## src/rtl/npu_pkg.sv

```systemverilog
// Shared NPU input-path types and constants. Element width comes from `DATA_WIDTH
// (defaults to 8 when the build does not supply it).
`ifndef DATA_WIDTH
`define DATA_WIDTH 8
`endif

package npu_pkg;

  localparam int ELEM_W   = `DATA_WIDTH;
  localparam int IN_N_DEF = 16;
  localparam int IDX_W    = $clog2(IN_N_DEF);

  typedef enum logic [0:0] {
    FILL = 1'b0,
    HOLD = 1'b1
  } loader_state_t;

  // Index width for an n-slot vector; never narrower than one bit
  function automatic int idx_width(input int n);
    return (n > 1) ? $clog2(n) : 1;
  endfunction

endpackage

```

## src/rtl/vec_buffer.sv

```systemverilog
// One IN_N x DW register bank: single-slot writes, whole-bank clear, and zeroing of
// every slot above the written index when a vector is closed early.
module vec_buffer
  import npu_pkg::*;
#(
  parameter int IN_N = 16,
  parameter int DW   = ELEM_W,
  parameter int IW   = idx_width(IN_N)
) (
  input  logic               clk,
  input  logic               rst_n,
  input  logic               clr_i,
  input  logic               we_i,
  input  logic               zfill_i,
  input  logic [IW-1:0]      idx_i,
  input  logic [DW-1:0]      data_i,
  output logic [IN_N*DW-1:0] vec_o
);

  logic [IN_N*DW-1:0] vec_q;
  logic [IN_N*DW-1:0] vec_d;

  // Per-slot next value: clear wins, then the write, then zero-fill above the index
  always_comb begin
    vec_d = vec_q;
    for (int k = 0; k < IN_N; k++) begin
      if (clr_i) begin
        vec_d[k*DW +: DW] = '0;
      end else if (we_i && (int'(idx_i) == k)) begin
        vec_d[k*DW +: DW] = data_i;
      end else if (zfill_i && (k > int'(idx_i))) begin
        vec_d[k*DW +: DW] = '0;
      end else begin
        vec_d[k*DW +: DW] = vec_q[k*DW +: DW];
      end
    end
  end

  // Bank storage
  always_ff @(posedge clk or negedge rst_n) begin
    if (!rst_n) begin
      vec_q <= '0;
    end else begin
      vec_q <= vec_d;
    end
  end

  assign vec_o = vec_q;

endmodule

```

## src/rtl/vec_loader.sv

```systemverilog
// Packs a stream of signed elements into IN_N-element vectors behind a valid/ready pair.
// Define DOUBLE_BUF_EN for ping/pong banks so filling overlaps presentation (no bubble).
module vec_loader
  import npu_pkg::*;
#(
  parameter int IN_N       = 16,
  parameter int DATA_WIDTH = ELEM_W
) (
  input  logic                       clk,
  input  logic                       rst_n,
  input  logic [DATA_WIDTH-1:0]      s_data,
  input  logic                       s_valid,
  input  logic                       s_last,
  output logic                       s_ready,
  output logic [IN_N*DATA_WIDTH-1:0] m_vec,
  output logic                       m_valid,
  input  logic                       m_ready,
  output logic                       err_frame
);

  localparam int            IW       = idx_width(IN_N);
  localparam int            VW       = IN_N * DATA_WIDTH;
  localparam logic [IW-1:0] LAST_IDX = IW'(IN_N - 1);
`ifdef DOUBLE_BUF_EN
  localparam int NBUF = 2;
`else
  localparam int NBUF = 1;
`endif

  loader_state_t   state_q, state_d;
  logic [IW-1:0]   idx_q, idx_d;
  logic [VW-1:0]   m_vec_q, m_vec_d;
  logic            m_valid_q, m_valid_d;
  logic            err_q, err_d;
  logic [NBUF-1:0] full_q, full_d;
  logic [NBUF-1:0] we_s, clr_s, zf_s;
  logic [VW-1:0]   bank_vec_s [NBUF];
  logic            s_ready_s, accept_s, at_end_s, complete_s, hs_s, wr_full_nxt_s;

  // The closing element is not in the bank yet, so the presented vector is built from
  // the bank contents with that element inserted and every higher slot forced to zero.
  function automatic logic [VW-1:0] merge_last(input logic [VW-1:0]         bank,
                                               input logic [IW-1:0]         at,
                                               input logic [DATA_WIDTH-1:0] d);
    logic [VW-1:0] r;
    r = bank;
    for (int k = 0; k < IN_N; k++) begin
      if (k == int'(at)) begin
        r[k*DATA_WIDTH +: DATA_WIDTH] = d;
      end else if (k > int'(at)) begin
        r[k*DATA_WIDTH +: DATA_WIDTH] = '0;
      end else begin
        r[k*DATA_WIDTH +: DATA_WIDTH] = bank[k*DATA_WIDTH +: DATA_WIDTH];
      end
    end
    return r;
  endfunction

  assign accept_s   = s_valid && s_ready_s;
  assign at_end_s   = (idx_q == LAST_IDX);
  assign complete_s = accept_s && (s_last || at_end_s);
  assign hs_s       = m_valid_q && m_ready;

  for (genvar b = 0; b < NBUF; b++) begin : g_buf
    vec_buffer #(
      .IN_N (IN_N),
      .DW   (DATA_WIDTH),
      .IW   (IW)
    ) u_buf (
      .clk     (clk),
      .rst_n   (rst_n),
      .clr_i   (clr_s[b]),
      .we_i    (we_s[b]),
      .zfill_i (zf_s[b]),
      .idx_i   (idx_q),
      .data_i  (s_data),
      .vec_o   (bank_vec_s[b])
    );
  end

`ifdef DOUBLE_BUF_EN
  logic wr_sel_q, wr_sel_d;
  logic rd_sel_q, rd_sel_d;

  // Ping/pong bookkeeping: fill bank wr_sel, present bank rd_sel, queue the other
  always_comb begin
    full_d    = full_q;
    wr_sel_d  = wr_sel_q;
    rd_sel_d  = rd_sel_q;
    m_vec_d   = m_vec_q;
    m_valid_d = m_valid_q;
    we_s      = '0;
    zf_s      = '0;
    clr_s     = '0;
    we_s[wr_sel_q]  = accept_s;
    zf_s[wr_sel_q]  = complete_s;
    clr_s[rd_sel_q] = hs_s;
    if (hs_s) begin
      full_d[rd_sel_q] = 1'b0;
    end else begin
      full_d[rd_sel_q] = full_q[rd_sel_q];
    end
    if (complete_s) begin
      full_d[wr_sel_q] = 1'b1;
      wr_sel_d         = ~wr_sel_q;
    end else begin
      wr_sel_d = wr_sel_q;
    end
    if (complete_s && (!m_valid_q || hs_s)) begin
      m_vec_d   = merge_last(bank_vec_s[wr_sel_q], idx_q, s_data);
      m_valid_d = 1'b1;
      rd_sel_d  = wr_sel_q;
    end else if (hs_s && full_q[~rd_sel_q]) begin
      m_vec_d   = bank_vec_s[~rd_sel_q];
      m_valid_d = 1'b1;
      rd_sel_d  = ~rd_sel_q;
    end else if (hs_s) begin
      m_valid_d = 1'b0;
    end else begin
      m_valid_d = m_valid_q;
    end
    wr_full_nxt_s = full_d[wr_sel_d];
  end

  // Bank selectors
  always_ff @(posedge clk or negedge rst_n) begin
    if (!rst_n) begin
      wr_sel_q <= 1'b0;
      rd_sel_q <= 1'b0;
    end else begin
      wr_sel_q <= wr_sel_d;
      rd_sel_q <= rd_sel_d;
    end
  end
`else
  // Single bank: present on completion, clear the bank on the consumer handshake
  always_comb begin
    we_s  = accept_s;
    zf_s  = complete_s;
    clr_s = hs_s;
    if (complete_s) begin
      full_d    = 1'b1;
      m_vec_d   = merge_last(bank_vec_s[0], idx_q, s_data);
      m_valid_d = 1'b1;
    end else if (hs_s) begin
      full_d    = 1'b0;
      m_vec_d   = m_vec_q;
      m_valid_d = 1'b0;
    end else begin
      full_d    = full_q;
      m_vec_d   = m_vec_q;
      m_valid_d = m_valid_q;
    end
    wr_full_nxt_s = full_d[0];
  end
`endif

  // Write index and framing-error detection
  always_comb begin
    if (complete_s) begin
      idx_d = '0;
    end else if (accept_s) begin
      idx_d = idx_q + IW'(1);
    end else begin
      idx_d = idx_q;
    end
    err_d = accept_s && (s_last != at_end_s);
  end

  // FSM next state: HOLD once no bank is free to fill
  always_comb begin
    state_d = state_q;
    case (state_q)
      FILL:    state_d = (complete_s && wr_full_nxt_s) ? HOLD : FILL;
      HOLD:    state_d = hs_s ? FILL : HOLD;
      default: state_d = FILL;
    endcase
  end

  // FSM outputs
  always_comb begin
    s_ready_s = 1'b0;
    case (state_q)
      FILL:    s_ready_s = 1'b1;
      HOLD:    s_ready_s = 1'b0;
      default: s_ready_s = 1'b0;
    endcase
  end

  // FSM state register
  always_ff @(posedge clk or negedge rst_n) begin
    if (!rst_n) begin
      state_q <= FILL;
    end else begin
      state_q <= state_d;
    end
  end

  // Datapath and output registers
  always_ff @(posedge clk or negedge rst_n) begin
    if (!rst_n) begin
      idx_q     <= '0;
      m_vec_q   <= '0;
      m_valid_q <= 1'b0;
      err_q     <= 1'b0;
      full_q    <= '0;
    end else begin
      idx_q     <= idx_d;
      m_vec_q   <= m_vec_d;
      m_valid_q <= m_valid_d;
      err_q     <= err_d;
      full_q    <= full_d;
    end
  end

  assign s_ready   = s_ready_s;
  assign m_vec     = m_vec_q;
  assign m_valid   = m_valid_q;
  assign err_frame = err_q;

endmodule

```

## config.mk

```make
export PLATFORM = sky130hd
export DESIGN_NAME = vec_loader
export DESIGN_NICKNAME = d
export VERILOG_FILES = /design/src/rtl/npu_pkg.sv /design/src/rtl/vec_buffer.sv /design/src/rtl/vec_loader.sv
export SDC_FILE = /design/constraint.sdc
export NUM_CORES = 1
export LEC_CHECK = 0
export CAP_MARGIN = 25
export CORE_UTILIZATION = 55
export DETAILED_ROUTE_END_ITERATION = 7
export GPL_TIMING_DRIVEN = 0
export PLACE_DENSITY = 0.86
export SETUP_SLACK_MARGIN = 0.3
export SKIP_LAST_GASP = 1
export SYNTH_ARGS = -nofsm -noshare
export SYNTH_HDL_FRONTEND = slang
export SYNTH_SLANG_ARGS = --single-unit
```

## constraint.sdc

```tcl
create_clock -name clk -period 6.2 [get_ports clk]
set_input_delay 1.86 -clock clk [delete_from_list [all_inputs] [get_ports clk]]
set_output_delay 1.86 -clock clk [all_outputs]
set_load 0.01 [all_outputs]
```

==> metrics.cfg <==
[clocking]
hold_buffers = 0
cts-resized-gates = 0
cts_setup_buffers = 0
clk_pin_slew_ns = 0.06
clock-root-buffer = clkbuf_16
cts_max_level = 1
clock-sinks = 255
clock_latency_ns = 0.52
cts_buffers = 25
cts_tree = built
clk_path_buf_depth = 3

[pwr]
p_leak_uw = 0.00594
swShare_pct = 33.8
finalPower_uw = 6010
p_comb_share_pct = 35.2
cellPowerDensity_nw_per_um2 = 438
clockPowerShare_pct = 25.6
ir_drop_v = 0.000228
switchingPower_uw = 2030
p_int_uw = 3980
pwr-share-seq_pct = 39.2

[synthesis]
syn_inst = 1033
synth_ff_type = dfrtp_1
synth_edf_count = 0
ys_top_cells_by_area = dfrtp_1, a32o_1, nor2_1
ys_ff_latch = 255
syn-cell-area_um2 = 11100
ys_async_sr_fraction_pct = 100
synth_top_area_share_pct = 57.6
synth_fp_nets = 1052
avgSynthCellArea_um2 = 10.7
ys_seq_area_share_pct = 57.6
ys_types = 51
yosysTopAreaCell = dfrtp_1
yosysWarnings = 0

[floorplan]
dieHeight_um = 144
coreArea_um2 = 19600
start_util_pct = 56.6
fp.dieArea_um2 = 20700
row_count = 51
ios = 144
fp.dieW_um = 144

[timing]
relSlewSlack_pct = 24.9
hold_slack_ns = 0.479
period_share_pct = 63.2
clock_skew_ns = 0.0116
tightestPinTransition_ns = 1.12
slew_violations = 0
grt_setup_unrepaired = false
hold_violations = 0
fin_setup_tns_ns = 0
fmax_mhz = 255
fin_crit_ns = 3.92
setup_violations = 0

[detailed_routing]
dr_total_vias = 9705
drc = 0
drtPass1Iterations = 6
drt_iter0_markers = 1151
postRouteWirelength_um = 33000
viasPerCell = 6.53
ant_nets = 0
routedWlPerCell_um = 22.2

[setup_path]
rr_startpoint = idx_q[1]
slowest_delay_ns = 0.47
endpoint_kind = register
crit_family = buffers and inverters
path_buf_inv = 5
crit_slowest_cell = a221oi_1
required_ns = 6.58
crit_path_max_fanout = 10
worstPathArrival_ns = 4.30
cp_cell_sequence = clkdlybuf4s50_1, inv_1, ha_1, or3b_1, buf_2, buf_2, buf_2, a221oi_1, nor2_1
crit_type = input pin to register
start_kind = input pin
startpoint = s_last
crit_path_frequent_cell = buf_2

[job]
drv_cap = 0

[final_layout]
area_delta_synth_final_pct = 23.8
diodes = 0
fillers = 1449
most-common-layout-cells = dfrtp_1, nor2_1, clkdlybuf4s50_1
final_common_cell = dfrtp_1
utilization_pct = 70.0
drive_above_1_share_pct = 8.76
final_nets = 1223

[global_route]
grt.total_usage_pct = 33.0
antenna_found_initial = 1
grt_pass1_vias = 9576
overflow = 0
grt_max_degree = 110
grt_pass1_wl_um = 51700

[place]
place.gp.congestion = 0.951
io_buffers = 142
hpwlAfterDp_um = 22600

[status]
status = complete, no violations

[min_path]
hp-start = m_vec[6]
hold_path_class = register to register

## cell usage after synthesis (2+ instances only)
cell      instances
a221o_1           8
buf_1             3
o22ai_1           8
nand3b_1          4
nor3_1            2
dfrtp_1         255
ha_1              6
or2_1             2
o211ai_1          9
nor2_2           14
a31oi_1          24
inv_1             9
and2_1           12
o21ai_0          28
buf_2            30
a32o_1           88
a221oi_1         64
a21oi_4           2
mux2i_1          24
buf_4             2
and3_1            9
nand2_1          78
a22oi_1           8
nor2b_1           3
o31ai_1          10
o21a_1            3
nand3_1          35
clkbuf_1         57
buf_6             2
a21oi_2           2
a22o_1            8
nor2_1          181
a21oi_1          21
nand2b_1          3
or2_2             3
## tightest hold or removal path: stages, from the launching register on
cell and delay [ns]:
dfrtp_1 0.34, nand2_1 0.05, o21ai_0 0.06
## registers in the layout, summed over array words and instances, names as in the netlist
register	cells
state_q	1
m_valid	1
idx_q	4
m_vec	128
err_frame	1
g_buf.u_buf.vec_o	120
## routing by layer
metal | track usage (%) | vias to the layer above | part of all wire [%]
met5 | 0 | - | 0.045
li1 | - | 4159 | -
met3 | 8.56 | 129 | 11
met1 | 42.8 | 4781 | 38
met4 | 14.8 | 2 | 4.3
met2 | 52.3 | 634 | 47
## final cells by class
class	count	area [µm²]	share of cell area (%)
Buffer	94	413	3.01
Clock buffer	31	678	4.94
Clock inverter	13	143	1.04
Inverter	9	33.8	0.246
Multi-Input combinational cell	675	4260	31.0
Sequential cell	255	6380	46.5
Tap cell	265	332	2.42
Timing Repair Buffer	144	1480	10.8
## path summary, 6_finish.rpt
check / end / slack, ns / cells after the start
min in group asynchronous: m_vec[86] / 1.27 / 1
setup reg to reg: m_vec[79] / 2.91 / 10
setup / recovery: m_vec[79] / 2.28 / 9
hold / removal: m_vec[6] / 0.48 / 2
max in group asynchronous: m_vec[1] / 4.05 / 2
hold reg to reg: m_vec[6] / 0.48 / 2
## per-stage QoR
| stage | area [µm²] | instances | setup WS [ns] |
|---|---|---|---|
| 2_1_floorplan | 11100 | 1033 | 2.83 |
| 3_3_place_gp | 12800 | 1440 | -7.11 |
| 3_5_place_dp | 12900 | 1442 | 1.80 |
| 4_1_cts | 13700 | 1486 | 2.34 |
| 5_1_grt | 13700 | 1486 | 2.28 |
| 6_report | 13700 | 1486 | 2.28 |
## power groups by stage
stage               Combinational, µW  Clock, µW  Sequential, µW
floorplan                         912          0            2480
CTS                              2110       1540            2350
global placement                 2030          0            2360
detailed placement               2090          0            2370
finish                           2120       1540            2350
global route                     2300       1610            2400
## cell families (layout without fill, tap and decap cells)
group           after synthesis  after routing  synth area share, %
mux                          24             24                 2.17
flops                       255            255                 57.6
fa+ha+maj                     6              6                0.677
buf+inv                     103            291                 4.03
compound gates              288            288                 21.2
simple gates                357            357                 14.3
(Power assumes the default switching activity.)
